## src/rtl/control_sequencer_if.sv

```systemverilog
// Handshake and strobe bundle between the control sequencer and its datapath.
// The master side drives run/mem_ready/ir; the slave side is the sequencer.
interface control_sequencer_if #(
   parameter int DATA_WIDTH = 32,
   parameter int REG_COUNT  = 16
);
   logic                  run;
   logic                  mem_ready;
   logic [DATA_WIDTH-1:0] ir;

   logic                  pc_out;
   logic                  mar_in;
   logic                  inc_pc;
   logic                  z_in;
   logic                  zlow_out;
   logic                  zhigh_out;
   logic                  pc_in;
   logic                  read;
   logic                  mdr_in;
   logic                  mdr_out;
   logic                  ir_in;
   logic                  y_in;
   logic                  hi_in;
   logic                  lo_in;
   logic [REG_COUNT-1:0]  r_in;
   logic [REG_COUNT-1:0]  r_out;
   logic [4:0]            alu_op;
   logic                  busy;
   logic                  done;
   logic                  illegal;

   modport master (
      output run, mem_ready, ir,
      input  pc_out, mar_in, inc_pc, z_in, zlow_out, zhigh_out, pc_in, read,
             mdr_in, mdr_out, ir_in, y_in, hi_in, lo_in, r_in, r_out, alu_op,
             busy, done, illegal
   );

   modport slave (
      input  run, mem_ready, ir,
      output pc_out, mar_in, inc_pc, z_in, zlow_out, zhigh_out, pc_in, read,
             mdr_in, mdr_out, ir_in, y_in, hi_in, lo_in, r_in, r_out, alu_op,
             busy, done, illegal
   );
endinterface

```

## src/rtl/control_sequencer.sv

```systemverilog
// Multi-cycle control sequencer: fetch (T0..T2), decode/execute (T3..T6), DONE.
// Strobes are registered, except the T3 decode strobes which follow the ir port.
module control_sequencer #(
   parameter int DATA_WIDTH = 32,
   parameter int REG_COUNT  = 16,
   parameter int REG_SEL_W  = 4
) (
   input  logic                clk,
   input  logic                clr,
   control_sequencer_if.slave  bus
);

   typedef enum logic [3:0] {
      ST_IDLE = 4'd0,
      ST_T0   = 4'd1,
      ST_T1   = 4'd2,
      ST_T1W  = 4'd3,
      ST_T2   = 4'd4,
      ST_T3   = 4'd5,
      ST_T4   = 4'd6,
      ST_T5   = 4'd7,
      ST_T6   = 4'd8,
      ST_DONE = 4'd9
   } state_t;

   typedef enum logic [1:0] {
      CLS_TWO    = 2'd0,
      CLS_ONE    = 2'd1,
      CLS_MULDIV = 2'd2,
      CLS_ILL    = 2'd3
   } cls_t;

   typedef struct packed {
      logic                 pc_out;
      logic                 mar_in;
      logic                 inc_pc;
      logic                 z_in;
      logic                 zlow_out;
      logic                 zhigh_out;
      logic                 pc_in;
      logic                 read;
      logic                 mdr_in;
      logic                 mdr_out;
      logic                 ir_in;
      logic                 y_in;
      logic                 hi_in;
      logic                 lo_in;
      logic                 busy;
      logic                 done;
      logic [4:0]           alu_op;
      logic [REG_COUNT-1:0] r_in;
      logic [REG_COUNT-1:0] r_out;
   } strobe_t;

   function automatic logic [REG_COUNT-1:0] onehot(input logic [REG_SEL_W-1:0] idx);
      logic [REG_COUNT-1:0] v;
      for (int i = 0; i < REG_COUNT; i++) begin
         v[i] = (idx == REG_SEL_W'(i));
      end
      return v;
   endfunction

   // A class is legal only if every register field it actually uses names a real register.
   function automatic cls_t classify(input logic [4:0]           opc,
                                     input logic [REG_SEL_W-1:0] ra,
                                     input logic [REG_SEL_W-1:0] rb,
                                     input logic [REG_SEL_W-1:0] rc);
      logic ra_ok;
      logic rb_ok;
      logic rc_ok;
      ra_ok = (int'(ra) < REG_COUNT);
      rb_ok = (int'(rb) < REG_COUNT);
      rc_ok = (int'(rc) < REG_COUNT);
      if ((opc >= 5'd3) && (opc <= 5'd11)) begin
         return (ra_ok && rb_ok && rc_ok) ? CLS_TWO : CLS_ILL;
      end else if ((opc == 5'd15) || (opc == 5'd16)) begin
         return (ra_ok && rb_ok) ? CLS_MULDIV : CLS_ILL;
      end else if ((opc == 5'd17) || (opc == 5'd18)) begin
         return (ra_ok && rb_ok) ? CLS_ONE : CLS_ILL;
      end else begin
         return CLS_ILL;
      end
   endfunction

   state_t               state_q, state_d;
   logic [4:0]           opc_q, opc_d;
   logic [REG_SEL_W-1:0] ra_q, ra_d;
   logic [REG_SEL_W-1:0] rb_q, rb_d;
   logic [REG_SEL_W-1:0] rc_q, rc_d;
   strobe_t              strb_q, strb_d;
   cls_t                 cls_d_s;

   logic [4:0]           ir_opc_s;
   logic [REG_SEL_W-1:0] ir_ra_s;
   logic [REG_SEL_W-1:0] ir_rb_s;
   logic [REG_SEL_W-1:0] ir_rc_s;
   cls_t                 ir_cls_s;
   logic                 unused_ir_s;

   logic [REG_COUNT-1:0] t3_r_out_s;
   logic [4:0]           t3_alu_op_s;
   logic                 t3_y_in_s;
   logic                 t3_z_in_s;
   logic                 t3_illegal_s;

   assign ir_opc_s    = bus.ir[DATA_WIDTH-1 -: 5];
   assign ir_ra_s     = bus.ir[DATA_WIDTH-6 -: REG_SEL_W];
   assign ir_rb_s     = bus.ir[DATA_WIDTH-6-REG_SEL_W -: REG_SEL_W];
   assign ir_rc_s     = bus.ir[DATA_WIDTH-6-2*REG_SEL_W -: REG_SEL_W];
   assign ir_cls_s    = classify(ir_opc_s, ir_ra_s, ir_rb_s, ir_rc_s);
   assign unused_ir_s = ^bus.ir[DATA_WIDTH-6-3*REG_SEL_W:0];

   // Next state, field latch and registered strobes for the state being entered.
   always_comb begin
      state_d = state_q;
      strb_d  = '0;
      if (state_q == ST_T3) begin
         opc_d = ir_opc_s;
         ra_d  = ir_ra_s;
         rb_d  = ir_rb_s;
         rc_d  = ir_rc_s;
      end else begin
         opc_d = opc_q;
         ra_d  = ra_q;
         rb_d  = rb_q;
         rc_d  = rc_q;
      end
      cls_d_s = classify(opc_d, ra_d, rb_d, rc_d);

      case (state_q)
         ST_IDLE: state_d = bus.run ? ST_T0 : ST_IDLE;
         ST_T0:   state_d = ST_T1;
         ST_T1:   state_d = bus.mem_ready ? ST_T2 : ST_T1W;
         ST_T1W:  state_d = bus.mem_ready ? ST_T2 : ST_T1W;
         ST_T2:   state_d = ST_T3;
         ST_T3:   state_d = (ir_cls_s == CLS_ILL) ? ST_DONE : ST_T4;
         ST_T4:   state_d = (cls_d_s == CLS_ONE) ? ST_DONE : ST_T5;
         ST_T5:   state_d = (cls_d_s == CLS_MULDIV) ? ST_T6 : ST_DONE;
         ST_T6:   state_d = ST_DONE;
         ST_DONE: state_d = bus.run ? ST_T0 : ST_IDLE;
         default: state_d = ST_IDLE;
      endcase

      strb_d.busy = (state_d != ST_IDLE);
      case (state_d)
         ST_T0: begin
            strb_d.pc_out = 1'b1;
            strb_d.mar_in = 1'b1;
            strb_d.inc_pc = 1'b1;
            strb_d.z_in   = 1'b1;
         end
         ST_T1: begin
            strb_d.zlow_out = 1'b1;
            strb_d.pc_in    = 1'b1;
            strb_d.read     = 1'b1;
            strb_d.mdr_in   = 1'b1;
         end
         ST_T1W: begin
            strb_d.read   = 1'b1;
            strb_d.mdr_in = 1'b1;
         end
         ST_T2: begin
            strb_d.mdr_out = 1'b1;
            strb_d.ir_in   = 1'b1;
         end
         ST_T4: begin
            case (cls_d_s)
               CLS_TWO: begin
                  strb_d.r_out  = onehot(rc_d);
                  strb_d.alu_op = opc_d;
                  strb_d.z_in   = 1'b1;
               end
               CLS_ONE: begin
                  strb_d.zlow_out = 1'b1;
                  strb_d.r_in     = onehot(ra_d);
               end
               CLS_MULDIV: begin
                  strb_d.r_out  = onehot(rb_d);
                  strb_d.alu_op = opc_d;
                  strb_d.z_in   = 1'b1;
               end
               default: strb_d.busy = 1'b1;
            endcase
         end
         ST_T5: begin
            case (cls_d_s)
               CLS_TWO: begin
                  strb_d.zlow_out = 1'b1;
                  strb_d.r_in     = onehot(ra_d);
               end
               CLS_MULDIV: begin
                  strb_d.zlow_out = 1'b1;
                  strb_d.lo_in    = 1'b1;
               end
               default: strb_d.busy = 1'b1;
            endcase
         end
         ST_T6: begin
            strb_d.zhigh_out = 1'b1;
            strb_d.hi_in     = 1'b1;
         end
         ST_DONE: strb_d.done = 1'b1;
         default: strb_d.busy = (state_d != ST_IDLE);
      endcase
   end

   // T3 strobes track the ir port so an IR loaded at the end of T2 is decoded at once.
   always_comb begin
      t3_r_out_s   = '0;
      t3_alu_op_s  = 5'd0;
      t3_y_in_s    = 1'b0;
      t3_z_in_s    = 1'b0;
      t3_illegal_s = 1'b0;
      if (state_q == ST_T3) begin
         case (ir_cls_s)
            CLS_TWO: begin
               t3_r_out_s = onehot(ir_rb_s);
               t3_y_in_s  = 1'b1;
            end
            CLS_ONE: begin
               t3_r_out_s  = onehot(ir_rb_s);
               t3_alu_op_s = ir_opc_s;
               t3_z_in_s   = 1'b1;
            end
            CLS_MULDIV: begin
               t3_r_out_s = onehot(ir_ra_s);
               t3_y_in_s  = 1'b1;
            end
            default: t3_illegal_s = 1'b1;
         endcase
      end else begin
         t3_illegal_s = 1'b0;
      end
   end

   // State, latched fields and strobes; clr forces the idle, all-quiet condition.
   always_ff @(posedge clk) begin
      if (!clr) begin
         state_q <= ST_IDLE;
         opc_q   <= 5'd0;
         ra_q    <= '0;
         rb_q    <= '0;
         rc_q    <= '0;
         strb_q  <= '0;
      end else begin
         state_q <= state_d;
         opc_q   <= opc_d;
         ra_q    <= ra_d;
         rb_q    <= rb_d;
         rc_q    <= rc_d;
         strb_q  <= strb_d;
      end
   end

   assign bus.pc_out    = strb_q.pc_out;
   assign bus.mar_in    = strb_q.mar_in;
   assign bus.inc_pc    = strb_q.inc_pc;
   assign bus.z_in      = strb_q.z_in | t3_z_in_s;
   assign bus.zlow_out  = strb_q.zlow_out;
   assign bus.zhigh_out = strb_q.zhigh_out;
   assign bus.pc_in     = strb_q.pc_in;
   assign bus.read      = strb_q.read;
   assign bus.mdr_in    = strb_q.mdr_in;
   assign bus.mdr_out   = strb_q.mdr_out;
   assign bus.ir_in     = strb_q.ir_in;
   assign bus.y_in      = strb_q.y_in | t3_y_in_s;
   assign bus.hi_in     = strb_q.hi_in;
   assign bus.lo_in     = strb_q.lo_in;
   assign bus.r_in      = strb_q.r_in;
   assign bus.r_out     = strb_q.r_out | t3_r_out_s;
   assign bus.alu_op    = strb_q.alu_op | t3_alu_op_s;
   assign bus.busy      = strb_q.busy;
   assign bus.done      = strb_q.done;
   assign bus.illegal   = t3_illegal_s;

endmodule

```

## src/flat_wrapper.sv

```systemverilog
// flat-port wrapper written by rule: the top's interface ports become plain ports
module control_sequencer_flat 
#(
   parameter int DATA_WIDTH = 32,
   parameter int REG_COUNT  = 16,
   parameter int REG_SEL_W  = 4
)
  (clk, clr, bus_run, bus_mem_ready, bus_ir, bus_pc_out, bus_mar_in, bus_inc_pc, bus_z_in, bus_zlow_out, bus_zhigh_out, bus_pc_in, bus_read, bus_mdr_in, bus_mdr_out, bus_ir_in, bus_y_in, bus_hi_in, bus_lo_in, bus_r_in, bus_r_out, bus_alu_op, bus_busy, bus_done, bus_illegal);
  control_sequencer_if #(.DATA_WIDTH(DATA_WIDTH), .REG_COUNT(REG_COUNT)) bus_i ();
  input  logic clk;
  input  logic clr;
  input wire logic [$bits(bus_i.run)-1:0] bus_run;
  input wire logic [$bits(bus_i.mem_ready)-1:0] bus_mem_ready;
  input wire logic [$bits(bus_i.ir)-1:0] bus_ir;
  output wire logic [$bits(bus_i.pc_out)-1:0] bus_pc_out;
  output wire logic [$bits(bus_i.mar_in)-1:0] bus_mar_in;
  output wire logic [$bits(bus_i.inc_pc)-1:0] bus_inc_pc;
  output wire logic [$bits(bus_i.z_in)-1:0] bus_z_in;
  output wire logic [$bits(bus_i.zlow_out)-1:0] bus_zlow_out;
  output wire logic [$bits(bus_i.zhigh_out)-1:0] bus_zhigh_out;
  output wire logic [$bits(bus_i.pc_in)-1:0] bus_pc_in;
  output wire logic [$bits(bus_i.read)-1:0] bus_read;
  output wire logic [$bits(bus_i.mdr_in)-1:0] bus_mdr_in;
  output wire logic [$bits(bus_i.mdr_out)-1:0] bus_mdr_out;
  output wire logic [$bits(bus_i.ir_in)-1:0] bus_ir_in;
  output wire logic [$bits(bus_i.y_in)-1:0] bus_y_in;
  output wire logic [$bits(bus_i.hi_in)-1:0] bus_hi_in;
  output wire logic [$bits(bus_i.lo_in)-1:0] bus_lo_in;
  output wire logic [$bits(bus_i.r_in)-1:0] bus_r_in;
  output wire logic [$bits(bus_i.r_out)-1:0] bus_r_out;
  output wire logic [$bits(bus_i.alu_op)-1:0] bus_alu_op;
  output wire logic [$bits(bus_i.busy)-1:0] bus_busy;
  output wire logic [$bits(bus_i.done)-1:0] bus_done;
  output wire logic [$bits(bus_i.illegal)-1:0] bus_illegal;
  assign bus_i.run = bus_run;
  assign bus_i.mem_ready = bus_mem_ready;
  assign bus_i.ir = bus_ir;
  assign bus_pc_out = bus_i.pc_out;
  assign bus_mar_in = bus_i.mar_in;
  assign bus_inc_pc = bus_i.inc_pc;
  assign bus_z_in = bus_i.z_in;
  assign bus_zlow_out = bus_i.zlow_out;
  assign bus_zhigh_out = bus_i.zhigh_out;
  assign bus_pc_in = bus_i.pc_in;
  assign bus_read = bus_i.read;
  assign bus_mdr_in = bus_i.mdr_in;
  assign bus_mdr_out = bus_i.mdr_out;
  assign bus_ir_in = bus_i.ir_in;
  assign bus_y_in = bus_i.y_in;
  assign bus_hi_in = bus_i.hi_in;
  assign bus_lo_in = bus_i.lo_in;
  assign bus_r_in = bus_i.r_in;
  assign bus_r_out = bus_i.r_out;
  assign bus_alu_op = bus_i.alu_op;
  assign bus_busy = bus_i.busy;
  assign bus_done = bus_i.done;
  assign bus_illegal = bus_i.illegal;
  control_sequencer #(.DATA_WIDTH(DATA_WIDTH), .REG_COUNT(REG_COUNT), .REG_SEL_W(REG_SEL_W)) u_core (.clk(clk), .clr(clr), .bus(bus_i));
endmodule
```

## config.mk

```make
export PLATFORM = sky130hd
export DESIGN_NAME = control_sequencer_flat
export DESIGN_NICKNAME = d
export VERILOG_FILES = /design/src/rtl/control_sequencer_if.sv /design/src/rtl/control_sequencer.sv /design/src/flat_wrapper.sv
export SDC_FILE = /design/constraint.sdc
export NUM_CORES = 1
export LEC_CHECK = 0
export ABC_AREA = 1
export ABC_CLOCK_PERIOD_IN_PS = 1900
export CAP_MARGIN = 20
export CORE_ASPECT_RATIO = 0.9
export CORE_UTILIZATION = 48
export CTS_CLUSTER_SIZE = 28
export DETAILED_ROUTE_END_ITERATION = 8
export PLACE_DENSITY = 0.78
export SLEW_MARGIN = 25
export SYNTH_ARGS = -nofsm -noshare
export SYNTH_HDL_FRONTEND = slang
export SYNTH_SLANG_ARGS = --single-unit
```

## constraint.sdc

```tcl
create_clock -name clk -period 1.9 [get_ports clk]
set_input_delay 0.19 -clock clk [delete_from_list [all_inputs] [get_ports clk]]
set_output_delay 0.19 -clock clk [all_outputs]
set_load 0.02 [all_outputs]
```

==> results.cfg <==
[synth]
synth_common_cells = nor2_1, dfxtp_1, nand2_1, inv_1, nand3_1
async_reset_ff_frac = 0
seq_area_frac_synth = 0.4199
syn_avg_cell_area_um2 = 7.737
ys_ff_latch = 68
synth.top_cell.area_share = 0.4199
syn_nets = 455
yosys_warnings = 0
synth_enable_flop_cells = 0
yosysMostFrequentCell = nor2_1
ys_types = 38
synthFlopType = dfxtp_1
syn_inst = 419
ys_top_cells_by_area = dfxtp_1, nor2_1, nand2_1
synth_area_um2 = 3242
synth_top_area_cell = dfxtp_1

[global_routing]
grt_pass1_wl_um = 13380
antenna_found_initial = 0
overflow = 0
grt_pass1_vias = 3015
grt_start_max_net_pins = 24
grt_use_total = 0.2512

[cts]
clk_latency_ns = 0.35
cts_hold_buf = 0
cts_buffers = 9
clockBufferDepth = 2
cts_tree = yes
cts_max_level = 3
path_clk_slew_ns = 0.07
cts-root-buf = clkbuf_8
cts_sinks = 68

[hold_path]
hold_path_depth = 3
worstHoldPathType = input port to flip-flop

[floorplan]
fp.dieW_um = 88.63
initial_core_util = 0.4948
io_pins = 90
rows = 28
die_h_um = 79.97
coreArea_um2 = 6551
die_area_um2 = 7087

[outcome]
status = finished with violations
violations = setup timing

[worst_setup_path]
crit_slowest_cell = dfxtp_2
arrival_ns = 2.35
r2r_cells = 14
crit_start = u_core.state_q[0]
regToRegEndpoint = u_core.strb_q[15]
rrSetupSlack_ns = -0.16
endpoint = u_core.strb_q[15]
start_kind = flip-flop
cp.required_ns = 2.19
slowest_delay_ns = 0.37
cp_common_cell = nand2_2
critPathKind = flip-flop to flip-flop
crit-reg2reg-launch = u_core.state_q[0]
endpoint_kind = flip-flop
cp_max_fo = 8
path_cells = buf_6 > inv_4 > nor2_4 > nand2_4 > nand2_2 > nand2_2 > nor2_4 > nand2_2 > nand2_4 > buf_4 > nand3b_1 > nand2_2 > nand3_2 > nor2_1

[sta]
rsz0062_at_grt = true
worstMarginPinSlew_ns = 0.6317
holdWs_ns = 0.4519
fmax_mhz = 484.7
post-route-period-util = 1.086
setup_slack_ns = -0.1630
period_minus_slack_ns = 2.063
drv_slew = 0
setup_viol = 59
slew-limit-headroom = 0.5744
clock_skew_ns = 0.005840
finalHoldViolCount = 0

[routing]
drt-total-wl_um = 9549
drc = 0
vias = 3245
firstDrtPassIters = 4
routed_via_density = 5.070
wire_per_inst_um = 14.92
drtAntennaViolNets = 0
drtIter0Drc = 190

[layout]
drive_gt1_frac = 0.4309
final_core_util = 0.7571
nets = 581
n_fill_cell = 449
area_delta_synth_final_pct = 52.99
antenna_cells = 0

[power_and_ir_drop]
p_leak_nw = 2.190
ir_worst_vdd_uv = 432.6
p_per_area_nw_per_um2 = 642.9

[placed_design]
port_buffers = 74
pre_cts_slack_ns = -0.8734
dpl.hpwl_um = 5916
gp_congestion = 0.8806

[run]
drv_cap = 0
## critical path, delay by kind of cell (launching register included)
family | cells | cell delay, ns
DFF | 1 | 0.37
and+or+nand+nor | 11 | 1.35
buffers and inverters | 3 | 0.28
## metal layers
layer	global-route usage	routed length, µm	vias to the layer above	share of wire
met2	0.4346	4972	131	0.52
li1	-	-	1556	-
met3	0.04343	453	33	0.047
met5	0	0	-	0
met4	0.1645	362	0	0.038
met1	0.2810	3761	1525	0.39
## state kept, by name, summed over array words and instances (netlist names)
signal	cells
u_core.bus.r_in	16
u_core.bus.zlow_out	1
u_core.bus.busy	1
u_core.rb_q	4
u_core.bus.pc_in	1
u_core.bus.mdr_in	1
u_core.bus.inc_pc	1
u_core.ra_q	4
u_core.state_q	4
u_core.rc_q	4
u_core.bus.done	1
u_core.bus.ir_in	1
u_core.bus.zhigh_out	1
u_core.opc_q	5
u_core.strb_q	22
u_core.bus.lo_in	1
## worst min-delay path by stage
| stage | startpoint | endpoint | slack, ns |
|---|---|---|---|
| after floorplan | bus_ir[15] | u_core.rc_q[0] | 0.35 |
| after CTS | bus_run | u_core.bus.inc_pc | 0.44 |
| final | bus_run | u_core.bus.inc_pc | 0.45 |
| after global routing | bus_run | u_core.bus.inc_pc | 0.48 |
| after detailed placement | u_core.rc_q[0] | u_core.rc_q[0] | 0.60 |
| after global placement | u_core.rc_q[0] | u_core.rc_q[0] | 0.57 |
## per-stage QoR
stage	instances	power [mW]	instance area, µm²	TNS, ns
after CTS	630	3.112	4651	-0.6655
after detailed placement	602	2.009	4244	-23.61
after global routing	640	3.308	4960	-11.16
after floorplan	419	1.793	3247	0
after global placement	602	1.995	4244	-19.23
final	640	3.189	4960	-4.682
## report_power, final
| part | internal, mW | switching, mW | leakage (nW) |
|---|---|---|---|
| clock network | 0.505 | 0.565 | 0.0885 |
| logic | 0.274 | 0.367 | 1.55 |
| registers | 1.46 | 0.0176 | 0.551 |
| total | 2.24 | 0.949 | 2.19 |
## cells in the final DEF, fill, tap and decap left out, types with 3 or more instances in the layout
master / synthesis / routed
inv_2: 5 / 8
nor2_2: 3 / 10
dlygate4sd2_1: 0 / 5
clkdlybuf4s50_1: 0 / 47
o21bai_1: 17 / 16
dfxtp_1: 68 / 64
o21ai_4: 3 / 5
or2_2: 9 / 9
a21oi_1: 5 / 4
nand2_4: 5 / 12
nand3_2: 4 / 8
nor2_4: 3 / 12
inv_1: 43 / 37
nand2_1: 61 / 37
nand4_1: 5 / 5
buf_6: 2 / 8
o21ai_2: 4 / 7
nand3_1: 26 / 16
nand3_4: 0 / 6
o21a_1: 4 / 3
clkinv_2: 0 / 3
clkbuf_8: 0 / 10
nand3b_1: 3 / 3
dfxtp_2: 0 / 4
nor3_1: 5 / 4
nand2_2: 18 / 36
buf_2: 1 / 3
buf_4: 21 / 74
nor2_1: 77 / 61
## cells by family (layout without fill, tap and decap cells)
logic type,count (synthesis),after routing,share of synthesized area
AOI/OAI and AO/OA,46,46,0.1081
DFF,68,68,0.4199
and+or+nand+nor,226,228,0.3443
muxes,1,1,0.003088
buffers and inverters,78,207,0.1247
## area by class of cell
| cell class | instances | area, µm² | area share |
|---|---|---|---|
| Sequential cell | 68 | 1366 | 0.2755 |
| Tap cell | 90 | 112.6 | 0.02270 |
| Clock buffer | 10 | 137.6 | 0.02775 |
| Timing Repair Buffer | 143 | 1256 | 0.2533 |
| Clock inverter | 6 | 38.79 | 0.007820 |
| Multi-Input combinational cell | 275 | 1856 | 0.3741 |
| Inverter | 48 | 192.7 | 0.03885 |
## repair_timing
item | in CTS | in global routing
setup buffers | 10 | 10
pin swaps | 21 | 26
setup endpoints to repair | 68 | 68
cloned | 2 | 0
resized for setup | 165 | 59
(Power assumes the default switching activity.)
